`src/rtl/inv_round_key_sequencer.sv`:
```
// AES-128 decryptor round-key source: forward-expands the cipher key to round NR, then steps keys back down to 0.
// Optional macro INV_KEY_CACHE_EN keeps the last cipher key and its round-NR key so a repeat start skips expansion.
module inv_round_key_sequencer #(
   parameter int unsigned NR = 10
) (
   input  logic         clk,
   input  logic         rst,
   input  logic         start,
   input  logic [127:0] key_in,
   output logic         busy,
   output logic         key_valid,
   input  logic         key_ready,
   output logic [127:0] round_key,
   output logic [3:0]   round_idx,
   output logic         last
);

   typedef enum logic [1:0] {
      IDLE,
      EXPAND,
      SERVE
   } state_t;

   localparam logic [3:0] NR_IDX = 4'(NR);

   // AES S-box, byte 0x00 in the most significant position.
   localparam logic [2047:0] SBOX_TABLE = {
      128'h637c777bf26b6fc53001672bfed7ab76,
      128'hca82c97dfa5947f0add4a2af9ca472c0,
      128'hb7fd9326363ff7cc34a5e5f171d83115,
      128'h04c723c31896059a071280e2eb27b275,
      128'h09832c1a1b6e5aa0523bd6b329e32f84,
      128'h53d100ed20fcb15b6acbbe394a4c58cf,
      128'hd0efaafb434d338545f9027f503c9fa8,
      128'h51a3408f929d38f5bcb6da2110fff3d2,
      128'hcd0c13ec5f974417c4a77e3d645d1973,
      128'h60814fdc222a908846eeb814de5e0bdb,
      128'he0323a0a4906245cc2d3ac629195e479,
      128'he7c8376d8dd54ea96c56f4ea657aae08,
      128'hba78252e1ca6b4c6e8dd741f4bbd8b8a,
      128'h703eb5664803f60e613557b986c11d9e,
      128'he1f8981169d98e949b1e87e9ce5528df,
      128'h8ca1890dbfe6426841992d0fb054bb16
   };

   state_t        state;
   state_t        state_next;
   logic [127:0]  work_key;
   logic [3:0]    cnt;
   logic [127:0]  fwd_key;
   logic [127:0]  inv_key;
   logic          cache_match;
   logic          final_accept;

   function automatic logic [7:0] sub_byte(input logic [7:0] b);
      logic [10:0] pos;
      pos = 11'd2047 - {b, 3'b000};
      return SBOX_TABLE[pos -: 8];
   endfunction

   function automatic logic [31:0] sub_rot_word(input logic [31:0] w);
      return {sub_byte(w[23:16]), sub_byte(w[15:8]), sub_byte(w[7:0]), sub_byte(w[31:24])};
   endfunction

   function automatic logic [7:0] rcon_byte(input logic [3:0] idx);
      logic [7:0] rc;
      case (idx)
         4'd1:    rc = 8'h01;
         4'd2:    rc = 8'h02;
         4'd3:    rc = 8'h04;
         4'd4:    rc = 8'h08;
         4'd5:    rc = 8'h10;
         4'd6:    rc = 8'h20;
         4'd7:    rc = 8'h40;
         4'd8:    rc = 8'h80;
         4'd9:    rc = 8'h1b;
         4'd10:   rc = 8'h36;
         default: rc = 8'h00;
      endcase
      return rc;
   endfunction

   function automatic logic [127:0] fwd_step(input logic [127:0] k, input logic [7:0] rc);
      logic [31:0] n0, n1, n2, n3;
      n0 = k[127:96] ^ sub_rot_word(k[31:0]) ^ {rc, 24'd0};
      n1 = k[95:64] ^ n0;
      n2 = k[63:32] ^ n1;
      n3 = k[31:0] ^ n2;
      return {n0, n1, n2, n3};
   endfunction

   // InvKeyScheduler: undo fwd_step; w3 of the previous round must be recovered before w0.
   function automatic logic [127:0] inv_step(input logic [127:0] k, input logic [7:0] rc);
      logic [31:0] p0, p1, p2, p3;
      p3 = k[31:0] ^ k[63:32];
      p2 = k[63:32] ^ k[95:64];
      p1 = k[95:64] ^ k[127:96];
      p0 = k[127:96] ^ sub_rot_word(p3) ^ {rc, 24'd0};
      return {p0, p1, p2, p3};
   endfunction

   assign fwd_key      = fwd_step(work_key, rcon_byte(cnt));
   assign inv_key      = inv_step(work_key, rcon_byte(round_idx));
   assign final_accept = key_ready && (round_idx == 4'd0);

`ifdef INV_KEY_CACHE_EN
   logic [127:0] cache_key;
   logic [127:0] cache_round_key;
   logic         cache_hit;

   assign cache_match = cache_hit && (key_in == cache_key);

   // The key is captured at start with the flag cleared, so the flag only rises once its round-NR key is stored.
   always_ff @(posedge clk) begin
      if (rst) begin
         cache_key       <= '0;
         cache_round_key <= '0;
         cache_hit       <= 1'b0;
      end else begin
         if (state == IDLE && start && !cache_match) begin
            cache_key <= key_in;
            cache_hit <= 1'b0;
         end
         if (state == EXPAND && cnt == NR_IDX) begin
            cache_round_key <= fwd_key;
            cache_hit       <= 1'b1;
         end
      end
   end
`else
   assign cache_match = 1'b0;
`endif

   always_ff @(posedge clk) begin
      if (rst) begin
         state <= IDLE;
      end else begin
         state <= state_next;
      end
   end

   always_comb begin
      state_next = state;
      case (state)
         IDLE: begin
            if (start) begin
               state_next = cache_match ? SERVE : EXPAND;
            end
         end
         EXPAND: begin
            if (cnt == NR_IDX) begin
               state_next = SERVE;
            end
         end
         SERVE: begin
            if (final_accept) begin
               state_next = IDLE;
            end
         end
         default: state_next = IDLE;
      endcase
   end

   always_comb begin
      busy      = (state != IDLE);
      key_valid = (state == SERVE);
      last      = key_valid && (round_idx == 4'd0);
   end

   // Working key, expansion counter and round index; round_key mirrors the working key.
   always_ff @(posedge clk) begin
      if (rst) begin
         work_key  <= '0;
         cnt       <= '0;
         round_idx <= '0;
      end else begin
         case (state)
            IDLE: begin
               if (start) begin
                  if (cache_match) begin
`ifdef INV_KEY_CACHE_EN
                     work_key <= cache_round_key;
`endif
                     round_idx <= NR_IDX;
                  end else begin
                     work_key <= key_in;
                     cnt      <= 4'd1;
                  end
               end
            end
            EXPAND: begin
               work_key <= fwd_key;
               if (cnt == NR_IDX) begin
                  cnt       <= 4'd0;
                  round_idx <= NR_IDX;
               end else begin
                  cnt <= cnt + 4'd1;
               end
            end
            SERVE: begin
               if (key_ready && round_idx != 4'd0) begin
                  work_key  <= inv_key;
                  round_idx <= round_idx - 4'd1;
               end
            end
            default: begin
               cnt <= 4'd0;
            end
         endcase
      end
   end

   assign round_key = work_key;

endmodule
```
`config.mk`:
```
export PLATFORM = sky130hd
export DESIGN_NAME = inv_round_key_sequencer
export DESIGN_NICKNAME = d
export VERILOG_FILES = /design/src/rtl/inv_round_key_sequencer.sv
export SDC_FILE = /design/constraint.sdc
export NUM_CORES = 2
export LEC_CHECK = 0
export ABC_AREA = 1
export BUFFER_PORTS_ARGS = -buffer_cell sky130_fd_sc_hd__buf_2
export CAP_MARGIN = 20
export CORE_ASPECT_RATIO = 1.75
export CORE_UTILIZATION = 55
export DETAILED_ROUTE_END_ITERATION = 7
export PLACE_DENSITY = 0.82
export SLEW_MARGIN = 40
export SYNTH_ARGS = -nofsm -noshare
export SYNTH_HDL_FRONTEND = slang
export SYNTH_SLANG_ARGS = --single-unit
```
`constraint.sdc`:
```
create_clock -name clk -period 3.7 [get_ports clk]
set_input_delay 0.37 -clock clk [delete_from_list [all_inputs] [get_ports clk]]
set_output_delay 0.37 -clock clk [all_outputs]
set_load 0.02 [all_outputs]
```
==> results of run 1 <==
[stage by stage]
stage / util [%] / cells / cell area, µm² / hold WS [ns] / worst slack [ns]
floorplan: - / 6829 / 34700 / 0.504 / 0.572
global placement: 59.9 / 7731 / 37400 / 0.496 / 0.386
detailed placement: 59.9 / 7731 / 37400 / 0.503 / 0.296
CTS: 60.9 / 7763 / 38000 / 0.164 / 0.278
[cell families after synthesis]
family,after synthesis
compound gates,977
flops,154
xor+xnor,58
buf+inv,935
fa+ha+maj,131
simple gates,4574
[per-layer routing]
metal | overflow | GRT usage, %
met4 | 2 | 67.7
met5 | 0 | 8.56
met1 | 0 | 69.9
met2 | 2 | 89.4
met3 | 0 | 48.7
==> reports/qor.txt, run 1 <==
status = did not finish
Stop stage = global routing (5_1_grt)
Err = [ERROR GRT-0116] Global routing finished with congestion. Check the congestion regions in the DRC Viewer.
simple-gate portion of the synthesized area = 57.2%
XOR/XNOR share of the synthesized area = 1.93%
mapped cell area = 34700 µm²
H-tree Lvls = 4
largest cells by area after synthesis = nand3_1 (26%), nand2_1 (23%), dfxtp_1 (8.9%)
post-CTS sizing = 0
YS warnings = 0
number of port buffers = 266
area share of the largest cell type after synthesis = 26.4%
#FFs+latches synth = 154
count leader, synth = nand2_1
GRT Total Usage = 69.0%
leading area contributor after synthesis = nand3_1
Post-Synthesis Cells = 6829
Synth cell types = 50
ys async rst share = 0%
cts bufs inserted = 17
mux cell area share after synthesis = 0%
final RePlAce weighted congestion = 1.23
die extent in x = 192 µm
largest net degree at the start of global routing = 96
sequential area share after synthesis = 8.88%
gr ovfl total = 4
first-pass GRT wire length = 337000 µm
clock sink total = 154
CTS Buffer Depth = 2
Commonest cells post-synth = nand2_1 (2083), nand3_1 (1834), nor2_1 (523), inv_1 (463), a21oi_1 (355)
syn_area_per_cell = 5.08 µm²
I/O Pins = 267
Die Y-Extent = 334 µm
Post-CTS Setup Inserts = 0
Synth Area in Compound Gates = 16.0%
Post-synth EDFFs = 0
adder-cell area share of the yosys netlist = 4.72%
Main synth FF type = dfxtp_1
Initial Util = 55.7%
hold buffer count at CTS = 0
DP HPWL = 148000 µm
vias in the first global route = 53400
CTS root buf = clkbuf_16
row cnt = 121
Net Count, Synth = 7092
largest family of logic cells by synthesized area = simple AND/OR/NAND/NOR gates
==> run 2: changes to the inputs <==
CORE_ASPECT_RATIO = unset   (was 1.75)
CORE_UTILIZATION = 40   (was 55)
PLACE_DENSITY = unset   (was 0.82)
PLACE_DENSITY_LB_ADDON = 0.15   (was unset)
==> run 2 against run 1 <==
- the flow now finishes, with violations (design-rule violations)
- synthesized cell count is the same
- synthesized area is the same
==> reports/qor.txt, run 2 <==
leading area contributor after synthesis = nand3_1 (unchanged)
ys async rst share = 0% (unchanged)
largest cells by area after synthesis = nand3_1 (26%), nand2_1 (23%), dfxtp_1 (8.9%) (unchanged)
Post-synth EDFFs = 0 (unchanged)
commonest cells after routing, fill and taps aside = nand2_1 (2081), nand3_1 (1834), nor2_1 (520)
CORE AREA = 85500 µm²
hold buffer count at CTS = 0 (unchanged)
H-tree Lvls = 4 (unchanged)
Post-CTS Setup Inserts = 0 (unchanged)
Worst slew margin = 41.6%
Critical path buffers and inverters = 3
initial DRC count = 10200
syn_area_per_cell = 5.08 µm² (unchanged)
Max Transition Viols Final = 0
mapped cell area = 34700 µm² (unchanged)
Main synth FF type = dfxtp_1 (unchanged)
Commonest cells post-synth = nand2_1 (2083), nand3_1 (1834), nor2_1 (523), inv_1 (463), a21oi_1 (355) (unchanged)
number of port buffers = 266 (unchanged)
vias in the first global route = 46400
setup_tns = 0 ns
area share of the largest cell type after synthesis = 26.4% (unchanged)
R2R Setup Slk = 0.03 ns
die extent in x = 297 µm (was 192 µm)
MaxCap Viol Count = 0
die area = 88000 µm²
CP Max Fanout = 6
worst slew pin tran = 0.874 ns
status = complete, but fails checks (was did not finish)
Net Count, Synth = 7092 (unchanged)
largest net degree at the start of global routing = 83
crit start category = register
final hold vios = 0
post-CTS sizing = 0 (unchanged)
routed len/inst = 25.8 µm
DP HPWL = 157000 µm (was 148000 µm)
#FFs+latches synth = 154 (unchanged)
Detailed Route WL = 209000 µm
first-pass GRT wire length = 304000 µm
CP peak stage delay = 0.58 ns
final RePlAce weighted congestion = 1.13 (was 1.23)
Hold Crit Class = input pin to register
CP max stage cell = dfxtp_1
Clock Skews = 0.0260 ns
sequential area share after synthesis = 8.88% (unchanged)
nets@finish = 7202
clk slew on worst S/H paths = 0.08 ns
final setup fails = 0
CTS Buffer Depth = 2 (unchanged)
cts bufs inserted = 17 (unchanged)
synth-to-layout area growth = 10.8%
Crit. End Element = register
gr ovfl total = 0
row cnt = 107 (was 121)
Crit path arrival time = 4.11 ns
Pre-antenna DRT Iters = 8
YS warnings = 0 (unchanged)
commonest non-fill, non-tap cell in the layout = nand2_1
Vias = 52300
Synth cell types = 50 (unchanged)
f_max = 272 MHz
I/O Pins = 267 (unchanged)
Clock Latency Late Sink = 0.53 ns
Final ANT Viol Nets = 0
Final period util = 99.2%
count leader, synth = nand2_1 (unchanged)
crit path cell chain = xor2_2, buf_4, ha_1, inv_1, nand2_1, inv_1, o21ai_0, o21ai_0, nand3_1, nand3_1, nand3_1, nand2_1, o21bai_1, nand2_1, a21oi_1
fin crit period = 3.67 ns
layout cells sized above 1 = 10.1%
failing checks = design-rule violations
cell family with most CP delay = simple AND/OR/NAND/NOR gates
initial antenna violation count = 7
Worst Path Required = 4.14 ns
TritonCTS clock tree = done
Crit Path Category = register to register
Die Y-Extent = 297 µm (was 334 µm)
DRC viols = 30
Post-Synthesis Cells = 6829 (unchanged)
Placed Instances = 8063 (was 7731)
GRT Total Usage = 45.5%
clock sink total = 154 (unchanged)
Initial Util = 40.6% (was 55.7%)
vias per inst = 6.46
final cell count without fillers = 8096
CTS root buf = clkbuf_16 (unchanged)
==> run 2: cell counts after synthesis <==
No cell type changed its count.
==> run 2: routing by layer <==
| layer | vias to the layer above | GRT usage (%) | share of wire (%) |
|---|---|---|---|
| li1 | 23200 | - | - |
| met1 | 23500 | 58.3 | 37 |
| met2 | 4525 | 66.0 | 40 |
| met3 | 1031 | 15.3 | 15 |
| met4 | 12 | 26.1 | 7.3 |
| met5 | - | 0.776 | 0.090 |
==> run 2: final timing paths <==
| kind | from | cells after the start | endpoint |
|---|---|---|---|
| worst max-delay path | round_key[57]$_SDFFE_PP0P_ | 15 | round_key[97]$_SDFFE_PP0P_ |
| worst min-delay path | key_in[77] | 3 | round_key[77]$_SDFFE_PP0P_ |
| worst max register to register | round_key[57]$_SDFFE_PP0P_ | 15 | round_key[97]$_SDFFE_PP0P_ |
| worst min register to register | round_key[84]$_SDFFE_PP0P_ | 2 | round_key[84]$_SDFFE_PP0P_ |
==> run 2: stage by stage <==
step | cell area, µm² | setup slack [ns] | hold slack [ns] | util, %
after floorplan | 34700 | 0.572 | 0.504 | -
after global placement | 37900 | 0.155 | 0.501 | 44.3
after detailed placement | 37900 | 0.204 | 0.509 | 44.3
after CTS | 38400 | 0.174 | 0.118 | 44.9
after global routing | 38500 | -0.00213 | 0.159 | 45.0
final | 38500 | 0.0283 | 0.134 | 45.0
==> run 2: cells by family after synthesis <==
group,share of synthesized area (%)
flip-flops,8.88
adder cells (fa/ha/maj),4.72
AO/OA/AOI/OAI,16.0
AND/OR/NAND/NOR,57.2
buffers and inverters,11.3
XOR/XNOR,1.93
==> run 2: layout make-up <==
type | count | area [µm²]
Sequential cell | 154 | 3090
Multi-Input combinational cell | 5740 | 27800
Clock inverter | 11 | 113
Clock buffer | 19 | 453
Tap cell | 1144 | 1430
Inverter | 499 | 1890
Fill cell | 9629 | 47100
Antenna cell | 2 | 5.00
Timing Repair Buffer | 527 | 3650
==> run 2: worst register-to-register path: stages, from the launching register on <==
cell      delay [ns]
dfxtp_1         0.58
xor2_2          0.37
buf_4           0.23
ha_1            0.18
inv_1           0.09
nand2_1         0.38
inv_1           0.27
o21ai_0         0.38
o21ai_0         0.20
nand3_1         0.12
nand3_1         0.23
nand3_1         0.17
nand2_1         0.06
o21bai_1        0.13
nand2_1         0.07
a21oi_1         0.13
Power of run 2 is not shown: default switching activity piles up to over one toggle a cycle in this logic, so the estimate is an artifact.
